<file path="src/rtl/uart_row_packet_ctrl_pkg.sv">
// Package for the UART-to-VGA row-upload controller.
// Holds the protocol byte constants, packet geometry, frame-buffer address
// width, inter-byte timeout and the two FSM state types.
package uart_row_packet_ctrl_pkg;

   localparam int          BYTE_SIZE_ROW    = 240;
   localparam int          BYTE_SIZE_Y      = 2;
   localparam int          HEIGHT           = 480;
   localparam int          TIMEOUT_CLKS     = 50000;
   localparam int          ADDR_W           = 17;
   localparam int          TO_W             = $clog2(TIMEOUT_CLKS + 1);

   localparam logic [7:0]  STOP_BYTE        = 8'hDD;
   localparam logic [7:0]  ANSWER_CODE      = 8'hAA;
   localparam logic [7:0]  NOT_ALL_RECEIVED = 8'h11;

   typedef enum logic [1:0] {IDLE, GET_Y, GET_PIX, GET_STOP} pkt_state_t;
   typedef enum logic [1:0] {T_IDLE, T_HOLD, T_WAIT}         tx_state_t;

endpackage

</file>
<file path="src/rtl/uart_row_packet_ctrl_if.sv">
// Bus bundle between the row-packet controller and its neighbours.
// Handshakes:
//   rx_done is a one-clock strobe qualifying rx_data; there is no back-pressure.
//   tx_start is a one-clock strobe; tx_data stays stable from tx_start until
//   the transmitter drops tx_busy.
//   wr_en is a one-clock strobe qualifying wr_addr/wr_data.
//   row_done/row_err are one-clock status pulses.
// slave  : the controller (receives rx/tx_busy, drives everything else)
// master : the surroundings (UART pair, frame buffer, status consumer)
interface uart_row_packet_ctrl_if;
   import uart_row_packet_ctrl_pkg::*;

   logic [7:0]        rx_data;
   logic              rx_done;
   logic              tx_start;
   logic [7:0]        tx_data;
   logic              tx_busy;
   logic              wr_en;
   logic [ADDR_W-1:0] wr_addr;
   logic [7:0]        wr_data;
   logic              row_done;
   logic              row_err;
   logic [8:0]        last_row;
   logic              busy;

   modport slave (
      input  rx_data, rx_done, tx_busy,
      output tx_start, tx_data, wr_en, wr_addr, wr_data,
             row_done, row_err, last_row, busy
   );

   modport master (
      output rx_data, rx_done, tx_busy,
      input  tx_start, tx_data, wr_en, wr_addr, wr_data,
             row_done, row_err, last_row, busy
   );

endinterface

</file>
<file path="src/rtl/uart_row_packet_ctrl_reply_fifo.sv">
// 4-deep, 8-bit synchronous reply FIFO with show-ahead read data.
// Ports: clk, rst_n (async, active low; empties the FIFO), push/wdata,
// pop, rdata (head entry), full, empty.
// A push while full and a pop while empty are ignored.
module uart_row_packet_ctrl_reply_fifo (
   input  logic       clk,
   input  logic       rst_n,
   input  logic       push,
   input  logic [7:0] wdata,
   input  logic       pop,
   output logic [7:0] rdata,
   output logic       full,
   output logic       empty
);

   logic [7:0] mem [4];
   logic [1:0] wr_ptr_q;
   logic [1:0] rd_ptr_q;
   logic [2:0] count_q;
   logic       do_push;
   logic       do_pop;

   assign full    = (count_q == 3'd4);
   assign empty   = (count_q == 3'd0);
   assign do_push = push && !full;
   assign do_pop  = pop && !empty;
   assign rdata   = mem[rd_ptr_q];

   always_ff @(posedge clk or negedge rst_n) begin
      if (!rst_n) begin
         wr_ptr_q <= '0;
         rd_ptr_q <= '0;
         count_q  <= '0;
      end else begin
         if (do_push) wr_ptr_q <= wr_ptr_q + 2'd1;
         if (do_pop)  rd_ptr_q <= rd_ptr_q + 2'd1;
         case ({do_push, do_pop})
            2'b10:   count_q <= count_q + 3'd1;
            2'b01:   count_q <= count_q - 3'd1;
            default: count_q <= count_q;
         endcase
      end
   end

   // Storage needs no reset: it is only read when count_q says it is valid.
   always_ff @(posedge clk) begin
      if (do_push) mem[wr_ptr_q] <= wdata;
   end

endmodule

</file>
<file path="src/rtl/uart_row_packet_ctrl.sv">
// Row-upload packet controller between the UART pair and the frame buffer.
// Packet: Y (2 bytes, MSB first), BYTE_SIZE_ROW pixel bytes, STOP_BYTE.
// Every received byte schedules exactly one reply byte via the reply FIFO.
// Ports: clk, rst_n (async, active low); bus (see uart_row_packet_ctrl_if);
// dbg_pkt_state / dbg_tx_state expose the packet and TX FSM states.
module uart_row_packet_ctrl
   import uart_row_packet_ctrl_pkg::*;
(
   input  logic                   clk,
   input  logic                   rst_n,
   uart_row_packet_ctrl_if.slave  bus,
   output pkt_state_t             dbg_pkt_state,
   output tx_state_t              dbg_tx_state
);

   pkt_state_t        state_q, state_d;
   tx_state_t         tx_state_q, tx_state_d;

   logic [7:0]        y_msb_q;
   logic [8:0]        y_row_q;
   logic [15:0]       y_full;
   logic [ADDR_W-1:0] base_q;
   logic              y_bad_q;
   logic [7:0]        pix_idx_q;
   logic [TO_W-1:0]   to_cnt_q;
   logic              timeout;

   logic              push, pkt_done, pkt_err, pix_wr, last_y;
   logic [7:0]        push_data;
   logic              fifo_full, fifo_empty, pop;
   logic [7:0]        fifo_rdata;
   logic              tx_start_d, hold_q;

   logic              tx_start_q, wr_en_q, row_done_q, row_err_q;
   logic [7:0]        tx_data_q, wr_data_q;
   logic [ADDR_W-1:0] wr_addr_q;
   logic [8:0]        last_row_q;

   // Only the second Y byte ever completes Y: the byte that leaves IDLE is the MSB.
   assign y_full  = {y_msb_q, bus.rx_data};
   // A byte arriving on the terminal count takes precedence over the timeout.
   assign timeout = (state_q != IDLE) && !bus.rx_done &&
                    (to_cnt_q == TO_W'(TIMEOUT_CLKS));

   always_comb begin
      state_d   = state_q;
      push      = 1'b0;
      push_data = '0;
      pkt_done  = 1'b0;
      pkt_err   = 1'b0;
      pix_wr    = 1'b0;
      last_y    = 1'b0;
      if (bus.rx_done) begin
         push = 1'b1;
         case (state_q)
            IDLE: begin
               push_data = ANSWER_CODE;
               state_d   = GET_Y;
            end
            GET_Y: begin
               push_data = ANSWER_CODE;
               last_y    = 1'b1;
               state_d   = GET_PIX;
            end
            GET_PIX: begin
               push_data = bus.rx_data;
               pix_wr    = !y_bad_q;
               if (pix_idx_q == 8'(BYTE_SIZE_ROW - 1)) state_d = GET_STOP;
            end
            GET_STOP: begin
               pkt_done  = (bus.rx_data == STOP_BYTE) && !y_bad_q;
               pkt_err   = !pkt_done;
               push_data = pkt_done ? STOP_BYTE : NOT_ALL_RECEIVED;
               state_d   = IDLE;
            end
            default: state_d = IDLE;
         endcase
      end else if (timeout) begin
         push      = 1'b1;
         push_data = NOT_ALL_RECEIVED;
         pkt_err   = 1'b1;
         state_d   = IDLE;
      end
   end

   // TX handshake: pop one reply, ignore tx_busy for two clocks while the
   // transmitter picks up the strobe, then wait for it to finish.
   always_comb begin
      tx_state_d = tx_state_q;
      pop        = 1'b0;
      tx_start_d = 1'b0;
      case (tx_state_q)
         T_IDLE: if (!fifo_empty && !bus.tx_busy) begin
            pop        = 1'b1;
            tx_start_d = 1'b1;
            tx_state_d = T_HOLD;
         end
         T_HOLD:  if (hold_q) tx_state_d = T_WAIT;
         T_WAIT:  if (!bus.tx_busy) tx_state_d = T_IDLE;
         default: tx_state_d = T_IDLE;
      endcase
   end

   always_ff @(posedge clk or negedge rst_n) begin
      if (!rst_n) begin
         state_q    <= IDLE;
         tx_state_q <= T_IDLE;
         y_msb_q    <= '0;
         y_row_q    <= '0;
         base_q     <= '0;
         y_bad_q    <= 1'b0;
         pix_idx_q  <= '0;
         to_cnt_q   <= '0;
         hold_q     <= 1'b0;
         tx_start_q <= 1'b0;
         tx_data_q  <= '0;
         wr_en_q    <= 1'b0;
         wr_addr_q  <= '0;
         wr_data_q  <= '0;
         row_done_q <= 1'b0;
         row_err_q  <= 1'b0;
         last_row_q <= '0;
      end else begin
         state_q    <= state_d;
         tx_state_q <= tx_state_d;
         if (bus.rx_done && state_q == IDLE) y_msb_q <= bus.rx_data;
         if (last_y) begin
            base_q    <= ADDR_W'(32'(y_full) * 32'(BYTE_SIZE_ROW));
            y_bad_q   <= (y_full >= 16'(HEIGHT));
            y_row_q   <= y_full[8:0];
            pix_idx_q <= '0;
         end
         if (bus.rx_done && state_q == GET_PIX) pix_idx_q <= pix_idx_q + 8'd1;
         if (bus.rx_done || state_q == IDLE)             to_cnt_q <= '0;
         else if (to_cnt_q != TO_W'(TIMEOUT_CLKS))       to_cnt_q <= to_cnt_q + 1'b1;
         wr_en_q <= pix_wr;
         if (pix_wr) begin
            wr_addr_q <= base_q + ADDR_W'(pix_idx_q);
            wr_data_q <= bus.rx_data;
         end
         row_done_q <= pkt_done;
         if (pkt_done) last_row_q <= y_row_q;
         // A reply dropped on a full FIFO is reported but does not disturb the packet.
         row_err_q  <= pkt_err || (push && fifo_full);
         hold_q     <= (tx_state_q == T_HOLD) && !hold_q;
         tx_start_q <= tx_start_d;
         if (pop) tx_data_q <= fifo_rdata;
      end
   end

   uart_row_packet_ctrl_reply_fifo u_reply_fifo (
      .clk   (clk),
      .rst_n (rst_n),
      .push  (push),
      .wdata (push_data),
      .pop   (pop),
      .rdata (fifo_rdata),
      .full  (fifo_full),
      .empty (fifo_empty)
   );

   assign bus.tx_start   = tx_start_q;
   assign bus.tx_data    = tx_data_q;
   assign bus.wr_en      = wr_en_q;
   assign bus.wr_addr    = wr_addr_q;
   assign bus.wr_data    = wr_data_q;
   assign bus.row_done   = row_done_q;
   assign bus.row_err    = row_err_q;
   assign bus.last_row   = last_row_q;
   assign bus.busy       = (state_q != IDLE);
   assign dbg_pkt_state  = state_q;
   assign dbg_tx_state   = tx_state_q;

endmodule

</file>
<file path="src/flat_wrapper.sv">
// flat-port wrapper written by rule: the top's interface ports become plain ports
module uart_row_packet_ctrl_flat import uart_row_packet_ctrl_pkg::*;
  (clk, rst_n, dbg_pkt_state, dbg_tx_state, bus_rx_data, bus_rx_done, bus_tx_busy, bus_tx_start, bus_tx_data, bus_wr_en, bus_wr_addr, bus_wr_data, bus_row_done, bus_row_err, bus_last_row, bus_busy);
  uart_row_packet_ctrl_if bus_i ();
  input  logic clk;
  input  logic rst_n;
  output pkt_state_t dbg_pkt_state;
  output tx_state_t dbg_tx_state;
  input wire logic [$bits(bus_i.rx_data)-1:0] bus_rx_data;
  input wire logic [$bits(bus_i.rx_done)-1:0] bus_rx_done;
  input wire logic [$bits(bus_i.tx_busy)-1:0] bus_tx_busy;
  output wire logic [$bits(bus_i.tx_start)-1:0] bus_tx_start;
  output wire logic [$bits(bus_i.tx_data)-1:0] bus_tx_data;
  output wire logic [$bits(bus_i.wr_en)-1:0] bus_wr_en;
  output wire logic [$bits(bus_i.wr_addr)-1:0] bus_wr_addr;
  output wire logic [$bits(bus_i.wr_data)-1:0] bus_wr_data;
  output wire logic [$bits(bus_i.row_done)-1:0] bus_row_done;
  output wire logic [$bits(bus_i.row_err)-1:0] bus_row_err;
  output wire logic [$bits(bus_i.last_row)-1:0] bus_last_row;
  output wire logic [$bits(bus_i.busy)-1:0] bus_busy;
  assign bus_i.rx_data = bus_rx_data;
  assign bus_i.rx_done = bus_rx_done;
  assign bus_i.tx_busy = bus_tx_busy;
  assign bus_tx_start = bus_i.tx_start;
  assign bus_tx_data = bus_i.tx_data;
  assign bus_wr_en = bus_i.wr_en;
  assign bus_wr_addr = bus_i.wr_addr;
  assign bus_wr_data = bus_i.wr_data;
  assign bus_row_done = bus_i.row_done;
  assign bus_row_err = bus_i.row_err;
  assign bus_last_row = bus_i.last_row;
  assign bus_busy = bus_i.busy;
  uart_row_packet_ctrl u_core (.clk(clk), .rst_n(rst_n), .bus(bus_i), .dbg_pkt_state(dbg_pkt_state), .dbg_tx_state(dbg_tx_state));
endmodule
</file>
<file path="config.mk">
export PLATFORM = sky130hd
export DESIGN_NAME = uart_row_packet_ctrl_flat
export DESIGN_NICKNAME = d
export VERILOG_FILES = /design/src/rtl/uart_row_packet_ctrl_pkg.sv /design/src/rtl/uart_row_packet_ctrl_if.sv /design/src/rtl/uart_row_packet_ctrl_reply_fifo.sv /design/src/rtl/uart_row_packet_ctrl.sv /design/src/flat_wrapper.sv
export SDC_FILE = /design/constraint.sdc
export NUM_CORES = 1
export LEC_CHECK = 0
export CORE_MARGIN = 4
export CORE_UTILIZATION = 45
export CTS_CLUSTER_SIZE = 20
export DETAILED_ROUTE_END_ITERATION = 7
export GPL_ROUTABILITY_DRIVEN = 0
export SYNTH_ARGS = -nofsm -noshare
export SYNTH_HDL_FRONTEND = slang
export SYNTH_HIERARCHICAL = 1
export SYNTH_SLANG_ARGS = --single-unit
</file>
<file path="constraint.sdc">
create_clock -name clk -period 4.93 [get_ports clk]
set_input_delay 1.2325 -clock clk [delete_from_list [all_inputs] [get_ports clk]]
set_output_delay 1.2325 -clock clk [all_outputs]
set_load 0.005 [all_outputs]
</file>
Word-level counts from Yosys, hierarchy flattened
Memory sizes are Yosys's and may differ from the RTL's. A register that Yosys moved wholly into a read port is not among the register bits. Index checks and enable logic that the tools add are counted.

Memories: 1. Output and inout port bits: 51. Logic and storage cells: 107. Input port bits: 12. Memory bits (writable): 32. Bits in registers: 105.

$add $sub $neg: 7. Magnitude comparators: 1. Reductions and logical operators: 31. Multiplexer cells: 31. Eq/ne operators: 16. Multipliers: 1.

Memories: u_core.u_reply_fifo.mem (words 4, width 8, read ports 1, clocked after Yosys merged registers in 1, wr ports 1, line uart_row_packet_ctrl_reply_fifo.sv:16) `logic [7:0] mem [4];`.

Operators by type and width (number): $mux 16 (2); $mux 8 (4); $pmux 8 s3 (1); $add 17x8->17 (1); $add 16x1->16 const B (1); $eq 16x16->1 const B (1); $eq 8x8->1 const B (2); $ge 16x9->1 const B (1); $mul 16x4->13 const B (1); $ne 16x16->1 const B (1); $mux 1 (14); $mux 2 (6); $logic_and 1x1->1 (10); $reduce_bool 2->1 (5); $add 8x1->8 const B (1); $eq 2x2->1 const B (4); $logic_not 1->1 (8); $pmux 2 s4 (1); $eq 2x1->1 const B (3); $pmux 2 s3 (1); $pmux 3 s2 (1); $mux 5 (1); $add 2x1->2 const B (2); $logic_not 2->1 (2); 11 further kinds (13).

Longest topological paths before layout
Gate-level depths: netlist (run 1).

Depth after elaboration: 8. Depth in mapped cells: 14. Gate-level depth less buffers: 14.

Cells and area by module
The synthesis (run 1) kept the hierarchy.

Modules (own cells, without submodules): uart_row_packet_ctrl (times used 1, cells each 571, seq. area each 2627.5 sq um, area each 5669.2 sq um); uart_row_packet_ctrl_reply_fifo (times used 1, cells each 80, seq. area each 1136.1 sq um, area each 1584.0 sq um).

Worst setup path after synthesis (run 1)
OpenSTA, ideal clock, no wires.

Kind: in2reg. Start: in bus_rx_data[5]. End: reg u_core.base_q[14]. Cell stages on the path: 11. Library setup time: 0.146 ns. Arrival: 3.780 ns. Setup slack: 1.004 ns. Cells stage by stage: inv_1 > fa_1 > fa_1 > inv_1 > ha_1 > a21o_1 > a21oi_1 > a21boi_0 > o21ai_0 > mux2i_1 > o311ai_0.

Cells in the longest elaborated chain, start to end: 1.

RTL lines: start, declared (line flat_wrapper.sv:9) `input wire logic [$bits(bus_i.rx_data)-1:0] bus_rx_data;`; $mul 16x4->13 (line uart_row_packet_ctrl.sv:128) `base_q <= ADDR_W'(32'(y_full) * 32'(BYTE_SIZE_ROW));`; end signal, assigned (line uart_row_packet_ctrl.sv:128); end, declared (line uart_row_packet_ctrl.sv:22) `logic [ADDR_W-1:0] base_q;`.

No other way between the ends. A chain may end at the register's enable or synchronous reset.

Worst setup path in the final report (run 1)
Start: in bus_rx_data[3]. End: reg u_core.base_q[14].

Same word-level chain as after synthesis.

==> impl_table.tex, run 1 <==
\begin{tabular}{lr}
\hline
Metric & Value \\
\hline
\multicolumn{2}{l}{\textbf{Run status}} \\
Result of the run & complete, no violations \\
\multicolumn{2}{l}{\textbf{Synthesis}} \\
Number of synthesized flops with an enable pin & 32 \\
Synthesized-area fraction occupied by ao, oa, aoi and oai cells & under 10\% \\
Synthesized area per cell & 11.1 µm² \\
Synth cell types & 65 \\
Main area contributors after synthesis & dfrtp\_1, edfxtp\_1, ha\_1 \\
Part of the Yosys area used for sequential elements & between 50\% and 60\% \\
Synth Area in Simple Gates & between 10\% and 20\% \\
Number of storage elements in the synthesis netlist & about 140 \\
Commonest cells post-synth & nand2\_1, dfrtp\_1, o21ai\_0 \\
Mapped Cells & 651 \\
Multiplexer area fraction after synthesis & between 4 and 5\% \\
Fraction of post-synthesis cell area in the top cell type by area & 38.6\% \\
Post-synthesis instance area & roughly 0.0073 mm² \\
Synthesized-area fraction occupied by xor and xnor cells & about 4.6\% \\
Asr flop ratio synth & between 70\% and 80\% \\
Area leader, netlist & dfrtp\_1 \\
Prevailing post-synth register cell & dfrtp\_1 \\
Synthesized netlist net count & 721 \\
Adder-Cell Fraction of Synth Area & 12.2\% \\
Most frequently used cell type in the post-synthesis netlist & nand2\_1 \\
Main combinational cell family by area after synthesis & simple AND/OR/NAND/NOR gates \\
YS warnings & 6 \\
\multicolumn{2}{l}{\textbf{Finish}} \\
Fill cell total of the finished layout & around 1400 \\
Net count reported at finish & slightly below 800 \\
Final core utilization & roughly 55\% \\
Share of final-layout standard cells stronger than drive strength 1 & between 10\% and 20\% \\
Post-route standard cell area excluding fillers & roughly 0.009 mm² \\
Area Overhead vs Synth & 20.5\% \\
Number of inserted diodes & 0 \\
\multicolumn{2}{l}{\textbf{Timing}} \\
Layout Skew & roughly 6.6 ps \\
Aggregate negative setup slack & 0 ps \\
Period minus WS final & approximately 4200 ps \\
Number of max-slew violations in the final report & 0 \\
Number of endpoints failing setup at the final stage & 0 \\
Worst slew pin tran & 871 ps \\
Fin. Hold Viols & 0 \\
Max\_slew headroom & between 40\% and 50\% \\
Setup repair after global routing missed its margin & false \\
Final Cycle Share & around 86\% \\
Worst path setup slack after routing & a little under 700 ps \\
Max Fclk & 236 MHz \\
\multicolumn{2}{l}{\textbf{Clock network}} \\
Clock-pin slew reported for the worst setup and hold paths after clock tree synthesis & 50 ps \\
Number of buffers inserted during clock tree synthesis & 17 \\
Sinks on the clock net & 144 \\
Cells resized by post-CTS repair & 0 \\
Buffer levels on the longest clock path & 2 \\
Root buffer cell & clkbuf\_16 \\
H-tree levels & 4 \\
Latest clock arrival within the worst-skew pair & 420 ps \\
Clock tree from TritonCTS & done \\
Post-CTS setup buffer count & 0 \\
Quantity of hold-fixing buffers added after cts & 0 \\
\multicolumn{2}{l}{\textbf{Power}} \\
P\_leak & 0.00390 µW \\
Switch share & 33.0\% \\
Clock power frac & around a quarter \\
Total power density per cell area & approximately 600 mW/mm² \\
Maximum resistive drop on vdd & 0.317 mV \\
Logic pwr share & a little under two fifths \\
Design internal power & $\sim$3500 µW \\
Switch Pwr & $\sim$1700 µW \\
Share of power burned in registers & about 37\% \\
\multicolumn{2}{l}{\textbf{GRT}} \\
Number of antenna violations at the first check in global routing & 0 \\
Maximum number of pins on one net before global-route repair & 58 \\
Via count of the first global-routing pass & approximately 5000 \\
Wire length of the first global-routing pass & roughly 25000 µm \\
Total global-route track usage & 17.2\% \\
Gr ovfl total & 0 \\
\multicolumn{2}{l}{\textbf{Critical path}} \\
Critical Path AT & about 4500 ps \\
Worst Setup Start Kind & input port \\
Top fanout value on the critical path & 7 \\
Required arrival time at the worst endpoint & 5190 ps \\
Crit end category & register \\
Type of the worst setup path & in2reg \\
Reg-to-reg setup timing slack & between 2000 and 2500 ps \\
\multicolumn{2}{l}{\textbf{Hold path}} \\
Hold Path Class & reg2reg \\
\multicolumn{2}{l}{\textbf{Placed design}} \\
Detailed-placement wirelength estimate & 10900 µm \\
\# port buffers & between 60 and 70 \\
Pre-CTS worst setup slack & 215 ps \\
Area after DPL & between 0.008 and 0.009 mm² \\
\multicolumn{2}{l}{\textbf{Floorplan}} \\
Number of cell rows & between 40 and 50 \\
Die Span Y & about 130 µm \\
CORE AREA & around 0.016 mm² \\
Full die area & between 0.015 and 0.02 mm² \\
Die extent in x & 135 µm \\
Number of top-level design ports & 63 \\
Effective utilization at floorplan & a little under half \\
\multicolumn{2}{l}{\textbf{Drt}} \\
Drt pass-1 iters & 7 \\
Final routed DRC violation total & 0 \\
DRT antenna net count & 0 \\
Initial DRC Count & 257 \\
DR vias & slightly below 5000 \\
Routed wirelength normalized by instance count & about 15 µm \\
Routed Wire Length & around 15000 µm \\
Post-DR vias/cell & around 5.2 \\
\multicolumn{2}{l}{\textbf{Run}} \\
Max-cap check violation count & 0 \\
\hline
\end{tabular}
-- kinds of logic (layout without fill, tap and decap cells) --
logic type	count (synthesis)	in the layout
adder cells (fa/ha/maj)	58	58
AND/OR/NAND/NOR	204	204
multiplexers	23	23
AO/OA/AOI/OAI	114	114
buffers and inverters	70	155
XOR/XNOR	38	38
flip-flops	144	144
-- critical path, stage by stage --
cell and delay [ps]:
clkdlybuf4s50_1 520, inv_1 290, fa_1 500, fa_1 520, inv_1 40, ha_1 320, nor2b_1 160, o2111ai_1 220
a21boi_0 160, o21ai_0 220, mux2i_1 190, o311ai_0 120
-- metal layers --
| layer | up-vias | wire, µm | part of all wire (%) | GRT usage (%) |
|---|---|---|---|---|
| met1 | 2491 | 6550 | 45 | 22.8 |
| met5 | - | 0 | 0 | 0 |
| li1 | 2359 | - | - | - |
| met3 | 14 | 464 | 3.2 | 3.84 |
| met4 | 0 | 204 | 1.4 | 5.49 |
| met2 | 87 | 7470 | 51 | 28.2 |
-- stage by stage --
stage                     power, µW  hold slack, ps  std cells
after floorplan                3170             415        651
after global placement         3840             423        920
after detailed placement       3900             431        920
after CTS                      5240             438        952
after global routing           5540             446        952
final                          5160             436        952
-- path summary, 6_finish.rpt --
check                                  start                endpoint  depth (start not counted)
hold / removal                 u_core/hold_q           u_core/hold_q                          1
setup reg to reg           u_core/y_msb_q[0]       u_core/base_q[16]                          9
max in group asynchronous              rst_n  u_core/bus.last_row[2]                          2
min in group asynchronous              rst_n     u_core/to_cnt_q[12]                          1
hold reg to reg                u_core/hold_q           u_core/hold_q                          1
setup / recovery              bus_rx_data[3]       u_core/base_q[14]                         12
-- cells in the final DEF, fill, tap and decap left out, drive strengths merged, types with 4 or more instances in the layout --
cell           netlist  layout
xor2                20      20
mux2                12      12
clkbuf              15      21
clkinv               1       4
edfxtp              32      32
a21oi               14      14
clkinvlp             0       4
and3                11      11
xnor2               18      18
clkdlybuf4s50        0      61
nand2              122     122
inv                 52      52
dfrtp              112     112
mux4                 8       8
buf                  2       9
nor2                23      23
o21ai               64      64
nor3                 4       4
ha                  37      37
a21o                 8       8
a21boi               4       4
bufinv               0       4
fa                  21      21
nand3               13      13
o31ai                5       5
-- power by group through the flow --
stage / clock network [µW] / logic, µW / registers [µW]
2_1_floorplan: 0 / 1320 / 1850
3_3_place_gp: 0 / 1900 / 1930
3_5_place_dp: 0 / 1950 / 1950
4_1_cts: 1340 / 1970 / 1930
5_1_grt: 1400 / 2160 / 1980
6_report: 1310 / 1930 / 1920
-- registers in the layout, indices dropped and copies added, names as in the netlist --
register                      flops
u_core/y_row_q                    9
u_core/y_bad_q                    1
u_core/u_reply_fifo/count_q       3
u_core/base_q                    12
u_core/bus.last_row               9
u_core/pix_idx_q                  8
u_core/bus.row_err                1
u_core/bus.wr_addr               17
u_core/dbg_tx_state               2
u_core/y_msb_q                    8
u_core/u_reply_fifo/wr_ptr_q      2
u_core/bus.tx_data                8
u_core/bus.row_done               1
u_core/u_reply_fifo/rd_ptr_q      2
u_core/hold_q                     1
u_core/dbg_pkt_state              2
u_core/u_reply_fifo/mem          32
u_core/to_cnt_q                  16
u_core/bus.tx_start               1
u_core/bus.wr_data                8
u_core/bus.wr_en                  1
-- final cells by class --
| cell class | count | area [µm²] | area share (%) |
|---|---|---|---|
| repair buffers | 70 | 678 | 7.76 |
| well taps | 216 | 270 | 3.09 |
| clock buffers | 21 | 440 | 5.04 |
| flip-flops and latches | 144 | 3760 | 43.1 |
| multi-input cells | 437 | 3230 | 36.9 |
| clock inverters | 11 | 164 | 1.88 |
| inverters | 53 | 199 | 2.28 |
No activity file was read; power rests on OpenSTA's default activity.
==> run 2: changes to the inputs <==
--- a/config.mk
+++ b/config.mk
@@ -10,6 +10,7 @@
 export CTS_CLUSTER_SIZE = 20
 export DETAILED_ROUTE_END_ITERATION = 7
 export GPL_ROUTABILITY_DRIVEN = 0
+export GPL_TIMING_DRIVEN = 0
 export SYNTH_ARGS = -nofsm -noshare
 export SYNTH_HDL_FRONTEND = slang
 export SYNTH_HIERARCHICAL = 1
==> constraint.sdc (replaced) <==
create_clock -name clk -period 4.25 [get_ports clk]
set_input_delay 1.0625 -clock clk [delete_from_list [all_inputs] [get_ports clk]]
set_output_delay 1.0625 -clock clk [all_outputs]
set_load 0.005 [all_outputs]
==> run 2 against run 1 <==
  * Total power increased by 14%
  * Register-to-register slack got worse by 720 ps
  * Largest power group unchanged
  * Critical path type unchanged
  * Setup slack got worse by 550 ps
==> impl_table.tex, run 2 (synthesized netlist as in run 1, its figures left out) <==
\begin{tabular}{lr}
\hline
Metric & Value \\
\hline
\multicolumn{2}{l}{\textbf{Critical path}} \\
Buffers and inverters on the worst path & 3 (unchanged) \\
Type of the worst setup path & in2reg \\
Critical Path AT & 4380 ps (-120 ps) \\
Slowest Stage Delay on Critical Path & 610 ps (+90 ps) \\
Crit end category & register \\
Critical path, cell by cell & clkdlybuf4s50\_1, inv\_2, fa\_1, fa\_1, inv\_1, ha\_1, nor2b\_1, o2111ai\_1, a21boi\_0, o21ai\_0, mux2i\_1, o311ai\_0 \\
Family with the most delay on the worst path & adder cells \\
Top fanout value on the critical path & 7 (unchanged) \\
Worst Setup Start Kind & input port \\
Most common cell type on the critical path & fa\_1 \\
Worst path slowest cell & clkdlybuf4s50\_1 \\
Required arrival time at the worst endpoint & 4520 ps (-670 ps) \\
\multicolumn{2}{l}{\textbf{Timing}} \\
Final Cycle Share & approximately 97\% \\
Number of max-slew violations in the final report & 0 (unchanged) \\
Layout Skew & 5.03 ps (-1.54 ps) \\
Worst slew pin tran & 713 ps (-158 ps) \\
Fin. Hold Viols & 0 (unchanged) \\
Max\_slew headroom & 52.4\% (+11 points) \\
Max Fclk & between 200 and 250 MHz \\
Number of endpoints failing setup at the final stage & 0 (unchanged) \\
Period minus WS final & 4110 ps \\
Setup repair after global routing missed its margin & false \\
\multicolumn{2}{l}{\textbf{Power}} \\
Power after layout & 5900 µW (+14\%) \\
Switch share & 34.7\% (+1.7 points) \\
P\_leak & 0.00392 µW (+0.54\%) \\
Maximum resistive drop on vdd & 0.411 mV (+30\%) \\
Share of power burned in registers & 37.1\% (-0.2 points) \\
Design internal power & 3850 µW (+11\%) \\
Switch Pwr & 2050 µW (+20\%) \\
Total power density per cell area & 672 mW/mm² (+14\%) \\
Logic pwr share & 39.7\% (+2.4 points) \\
Clock power frac & 23.2\% (-2.2 points) \\
\multicolumn{2}{l}{\textbf{Clock network}} \\
Root buffer cell & clkbuf\_16 \\
Number of buffers inserted during clock tree synthesis & 17 (unchanged) \\
Clock tree from TritonCTS & done \\
Clock-pin slew reported for the worst setup and hold paths after clock tree synthesis & 60 ps (about the same) \\
Quantity of hold-fixing buffers added after cts & 0 (unchanged) \\
Latest clock arrival within the worst-skew pair & 420 ps (about the same) \\
Sinks on the clock net & 144 (unchanged) \\
Buffer levels on the longest clock path & 2 (unchanged) \\
H-tree levels & 4 (unchanged) \\
\multicolumn{2}{l}{\textbf{Drt}} \\
Uppermost layer routed & met4 \\
Routed metal-1 wirelength & 7050 µm (+7.6\%) \\
Drt pass-1 iters & 4 (-3) \\
Final routed DRC violation total & 0 (unchanged) \\
DRT antenna net count & 0 (unchanged) \\
Initial DRC Count & 234 (-8.9\%) \\
Met2 wire len & 7930 µm (+6.2\%) \\
DR vias & 5024 (+1.5\%) \\
Post-DR vias/cell & 5.19 (-0.20\%) \\
Routed Wire Length & 15700 µm (+7.0\%) \\
Routed wirelength normalized by instance count & 16.2 µm (+5.2\%) \\
Met3 wire length & 549 µm (+18\%) \\
\multicolumn{2}{l}{\textbf{Finish}} \\
Final core utilization & 55.4\% (+0.22 points) \\
Register name with the most flops & u\_core/u\_reply\_fifo/mem \\
Most common library cell in the layout ignoring fill and taps & nand2\_1 \\
Net count reported at finish & 809 (+2.0\%) \\
Area Overhead vs Synth & 21.0\% \\
Number of standard cells in the layout, taps in and fillers out & 968 (+1.7\%) \\
Number of flip-flops in the largest register & 32 (unchanged) \\
Number of inserted diodes & 0 (unchanged) \\
Highest-count cells in the layout ignoring fill and taps & nand2\_1, dfrtp\_1, o21ai\_0, clkdlybuf4s50\_1, inv\_1 \\
Share of final-layout standard cells stronger than drive strength 1 & 10.9\% (+0.85 points) \\
\multicolumn{2}{l}{\textbf{Floorplan}} \\
Effective utilization at floorplan & 45.8\% (unchanged) \\
Number of cell rows & 46 (unchanged) \\
Die extent in x & 135 µm (unchanged) \\
Number of top-level design ports & 63 (unchanged) \\
Die Span Y & 135 µm (unchanged) \\
Full die area & 0.0182 mm² (unchanged) \\
CORE AREA & 0.0158 mm² (unchanged) \\
\multicolumn{2}{l}{\textbf{Placed design}} \\
Placed Cells & 930 (+1.1\%) \\
Detailed-placement wirelength estimate & 11400 µm (+5.1\%) \\
\# port buffers & 62 (unchanged) \\
\multicolumn{2}{l}{\textbf{GRT}} \\
Number of antenna violations at the first check in global routing & 0 (unchanged) \\
Via count of the first global-routing pass & 5175 (+5.8\%) \\
Wire length of the first global-routing pass & 25900 µm (+5.5\%) \\
Maximum number of pins on one net before global-route repair & 60 (+3.4\%) \\
Total global-route track usage & 18.3\% (+1.1 points) \\
Gr ovfl total & 0 (unchanged) \\
\multicolumn{2}{l}{\textbf{Run status}} \\
Result of the run & complete, no violations \\
\multicolumn{2}{l}{\textbf{Run}} \\
Max-cap check violation count & 0 (unchanged) \\
\multicolumn{2}{l}{\textbf{Hold path}} \\
Hold Path Class & reg2reg \\
\hline
\end{tabular}
## run 2: per-stage QoR
step | cell area (µm²) | worst slack [ps] | TNS, ps | hold slack, ps
global placement | 8140 | -2150 | -240890 | 424
CTS | 8720 | 73.6 | 0 | 455
finish | 8780 | 141 | 0 | 455
detailed placement | 8170 | -365 | -1120 | 445
floorplan | 7250 | 494 | 0 | 415
global route | 8780 | 1.80 | 0 | 462
## run 2: area by class of cell
type / instances / area, µm²
fillers: 1382 / 7050
flip-flops and latches: 144 / 3760
multi-input cells: 437 / 3230
repair buffers: 69 / 698
clock buffers: 23 / 488
well taps: 216 / 270
inverters: 53 / 206
plain buffers: 17 / 65.1
clock inverters: 9 / 58.8
## run 2: power by group through the flow
stage | Combinational (µW) | Clock (µW) | Sequential, µW
6_report | 2340 | 1370 | 2190
5_1_grt | 2600 | 1470 | 2250
4_1_cts | 2370 | 1400 | 2190
3_5_place_dp | 2360 | 0 | 2210
3_3_place_gp | 2290 | 0 | 2190
2_1_floorplan | 1530 | 0 | 2150
## run 2: worst reg2reg max path, stage by stage (launching register included)
cell and delay [ps]:
dfrtp_1 430, inv_1 210, fa_1 480, fa_1 520
inv_1 40, ha_1 350, and3_1 200, a311oi_1 310
xnor2_1 170, o21ai_1 80
## run 2: per-layer routing
metal / up-vias / global-route usage, %
li1: 2389 / -
met1: 2542 / 23.8
met2: 79 / 30.5
met3: 14 / 4.43
met4: 0 / 5.66
met5: - / 0
## run 2: final timing paths
kind | startpoint | to | slack, ps | depth (start not counted)
hold reg to reg | u_core/hold_q | u_core/hold_q | 460 | 1
setup reg to reg | u_core/y_msb_q[0] | u_core/base_q[16] | 1320 | 9
hold / removal | u_core/hold_q | u_core/hold_q | 460 | 1
min in group asynchronous | rst_n | u_core/to_cnt_q[10] | 700 | 1
max in group asynchronous | rst_n | u_core/y_msb_q[7] | 2790 | 2
setup / recovery | bus_rx_data[2] | u_core/base_q[14] | 140 | 12
## run 2: repair_timing
| item | CTS | global route |
|---|---|---|
| gates resized for setup | 0 | 8 |
| setup endpoints to repair | 0 | 2 |
| setup buffers | 0 | 6 |
==> run 3: changes to the inputs <==
--- a/config.mk
+++ b/config.mk
@@ -11,6 +11,7 @@
 export DETAILED_ROUTE_END_ITERATION = 7
 export GPL_ROUTABILITY_DRIVEN = 0
 export GPL_TIMING_DRIVEN = 0
+export PLACE_DENSITY_LB_ADDON = 0.25
 export SYNTH_ARGS = -nofsm -noshare
 export SYNTH_HDL_FRONTEND = slang
 export SYNTH_HIERARCHICAL = 1
==> run 3 against run 2 <==
  * Non-clock buffer count grew 1
  * Via count grew 0.90%
  * Final area grew 1.2%
  * Flip-flop and latch count is the same
  * Clock-buffer cell count shrank 3
  * Routed wire length grew 1.2%
  * Highest routed layer unchanged
  * Sequential share of layout area shrank 0.51 points
  * Register-to-register slack is essentially flat
  * Fmax grew 0.19%
  * Worst hold slack lost 5.6 ps
  * First-iteration DRC count grew 52%
  * Critical path depth is the same
  * Critical path type unchanged
==> impl_table.tex, run 3 (synthesized netlist as in run 1, its figures left out) <==
\begin{tabular}{lr}
\hline
Metric & Value \\
\hline
\multicolumn{2}{l}{\textbf{Finish}} \\
Fill cell total of the finished layout & 1333 (-3.5\%) \\
Highest-count cells in the layout ignoring fill and taps & nand2\_1, dfrtp\_1, o21ai\_0, clkdlybuf4s50\_1, inv\_1 \\
Share of final-layout standard cells stronger than drive strength 1 & 10.6\% (-0.28 points) \\
Number of standard cells in the layout, taps in and fillers out & 969 (+0.10\%) \\
Register name with the most flops & u\_core/u\_reply\_fifo/mem \\
Number of inserted diodes & 0 (unchanged) \\
Post-route standard cell area excluding fillers & 0.00888 mm² (+1.2\%) \\
Net count reported at finish & 810 (+0.12\%) \\
Most common library cell in the layout ignoring fill and taps & nand2\_1 \\
Area Overhead vs Synth & 22.4\% \\
Number of flip-flops in the largest register & 32 (unchanged) \\
\multicolumn{2}{l}{\textbf{Power}} \\
P\_leak & 0.00395 µW (+0.85\%) \\
Maximum resistive drop on vdd & 0.390 mV (-5.0\%) \\
Total power density per cell area & 698 mW/mm² (+3.8\%) \\
\multicolumn{2}{l}{\textbf{Placed design}} \\
Placed Cells & 930 (unchanged) \\
\# port buffers & 62 (unchanged) \\
Pre-CTS worst setup slack & -343 ps (+22.6 ps) \\
Area after DPL & 0.00817 mm² (unchanged) \\
Detailed-placement wirelength estimate & 11500 µm (+0.44\%) \\
\multicolumn{2}{l}{\textbf{Critical path}} \\
Reg-to-reg setup timing slack & 1310 ps (about the same) \\
Worst r2r dst & u\_core/base\_q[16] \\
Worst path slowest cell & clkdlybuf4s50\_1 \\
Crit end category & register \\
Cell depth of the worst setup path & 12 (unchanged) \\
Critical path, cell by cell & clkdlybuf4s50\_1, clkinvlp\_4, fa\_1, fa\_1, inv\_1, ha\_1, a21o\_1, a21oi\_1, nand2\_1, a311oi\_1, xnor2\_1, o21ai\_1 \\
FF-to-FF Start & u\_core/y\_msb\_q[0] \\
Most common cell type on the critical path & fa\_1 \\
Worst reg2reg path depth & 9 (unchanged) \\
Worst Setup Start Kind & input port \\
Family with the most delay on the worst path & adder cells \\
Buffers and inverters on the worst path & 3 (unchanged) \\
Top fanout value on the critical path & 6 (-1) \\
Type of the worst setup path & in2reg \\
Slowest Stage Delay on Critical Path & 620 ps (about the same) \\
Required arrival time at the worst endpoint & 4540 ps (+20 ps) \\
Critical Path AT & 4390 ps (about the same) \\
\multicolumn{2}{l}{\textbf{Timing}} \\
Final Cycle Share & 96.5\% (-0.18 points) \\
Number of endpoints failing setup at the final stage & 0 (unchanged) \\
Max Fclk & 244 MHz (+0.19\%) \\
Period minus WS final & 4100 ps (-7.62 ps) \\
Layout Skew & 9.91 ps (+4.88 ps) \\
Worst path setup slack after routing & 149 ps (+7.62 ps) \\
Worst slew pin tran & 652 ps (-61.6 ps) \\
Fin. Hold Viols & 0 (unchanged) \\
Number of max-slew violations in the final report & 0 (unchanged) \\
Max\_slew headroom & 56.2\% (+3.8 points) \\
\multicolumn{2}{l}{\textbf{Clock network}} \\
Number of buffers inserted during clock tree synthesis & 17 (unchanged) \\
Clock tree from TritonCTS & done \\
Sinks on the clock net & 144 (unchanged) \\
H-tree levels & 4 (unchanged) \\
Latest clock arrival within the worst-skew pair & 420 ps (about the same) \\
Buffer levels on the longest clock path & 2 (unchanged) \\
Root buffer cell & clkbuf\_16 \\
Clock-pin slew reported for the worst setup and hold paths after clock tree synthesis & 60 ps (about the same) \\
\multicolumn{2}{l}{\textbf{Floorplan}} \\
Number of cell rows & 46 (unchanged) \\
Effective utilization at floorplan & 45.8\% (unchanged) \\
Die extent in x & 135 µm (unchanged) \\
Number of top-level design ports & 63 (unchanged) \\
CORE AREA & 0.0158 mm² (unchanged) \\
Full die area & 0.0182 mm² (unchanged) \\
Die Span Y & 135 µm (unchanged) \\
\multicolumn{2}{l}{\textbf{Hold path}} \\
Hold Path Class & reg2reg \\
Worst Min Path Start & u\_core/hold\_q \\
Worst-case hold path end point & u\_core/hold\_q \\
Cell depth of the worst hold path & 1 (unchanged) \\
\multicolumn{2}{l}{\textbf{GRT}} \\
Total global-route track usage & 18.4\% (+0.11 points) \\
Wire length of the first global-routing pass & 26300 µm (+1.3\%) \\
Gr ovfl total & 0 (unchanged) \\
Maximum number of pins on one net before global-route repair & 67 (+12\%) \\
Number of antenna violations at the first check in global routing & 0 (unchanged) \\
Via count of the first global-routing pass & 5211 (+0.70\%) \\
\multicolumn{2}{l}{\textbf{Run status}} \\
Result of the run & complete, no violations \\
\multicolumn{2}{l}{\textbf{Drt}} \\
Routed Wire Length & 15900 µm (+1.2\%) \\
DR vias & 5069 (+0.90\%) \\
Initial DRC Count & 356 (+52\%) \\
Routed wirelength normalized by instance count & 16.4 µm (+1.1\%) \\
Final routed DRC violation total & 0 (unchanged) \\
Post-DR vias/cell & 5.23 (+0.79\%) \\
Drt pass-1 iters & 4 (unchanged) \\
DRT antenna net count & 0 (unchanged) \\
\multicolumn{2}{l}{\textbf{Run}} \\
Max-cap check violation count & 0 (unchanged) \\
\hline
\end{tabular}
run 3: report_power, final:
part,total [µW],switching [µW],internal (µW),leakage (µW)
clock network,1650,555,1100,0.000315
registers,2190,309,1880,0.00175
logic,2360,1190,1170,0.00189
run 3: layer usage:
layer  vias up  GRT usage [%]  part of all wire, %
li1       2396              -                    -
met1      2525           23.4                   43
met2       138           31.3                   52
met3        10           4.81                  4.3
met4         0           5.15                 0.85
met5         -              0                    0
run 3: how the worst max path moves through the flow:
stage,endpoint,from,slack [ps]
floorplan,u_core/base_q[14],bus_rx_data[5],490
CTS,u_core/base_q[14],bus_rx_data[3],110
global route,u_core/base_q[16],bus_rx_data[4],-10
finish,u_core/base_q[16],bus_rx_data[4],150
detailed placement,u_core/base_q[14],bus_rx_data[3],-340
global placement,u_core/bus.wr_data[0],rst_n,-2090
run 3: layout make-up:
cell class	instances	area (µm²)	share of cell area, %
clock inverters	12	215	2.42
flip-flops and latches	144	3760	42.4
inverters	53	206	2.32
plain buffers	17	65.1	0.733
clock buffers	20	437	4.92
multi-input cells	437	3230	36.3
well taps	216	270	3.04
repair buffers	70	698	7.86
run 3: stage by stage:
step	util, %	hold slack [ps]	power, µW	setup TNS (ps)
after floorplan	-	415	3680	0
after global placement	51.5	423	4460	-233650
after detailed placement	51.6	445	4580	-1120
after CTS	55.7	453	6270	0
after global routing	56.1	460	6630	-13.0
final	56.1	450	6190	0
run 3: what timing repair did:
action | CTS | global route
buffers inserted | 0 | 7
hold buffers | 0 | 0
resized for setup | 0 | 5
setup endpoints to repair | 0 | 2
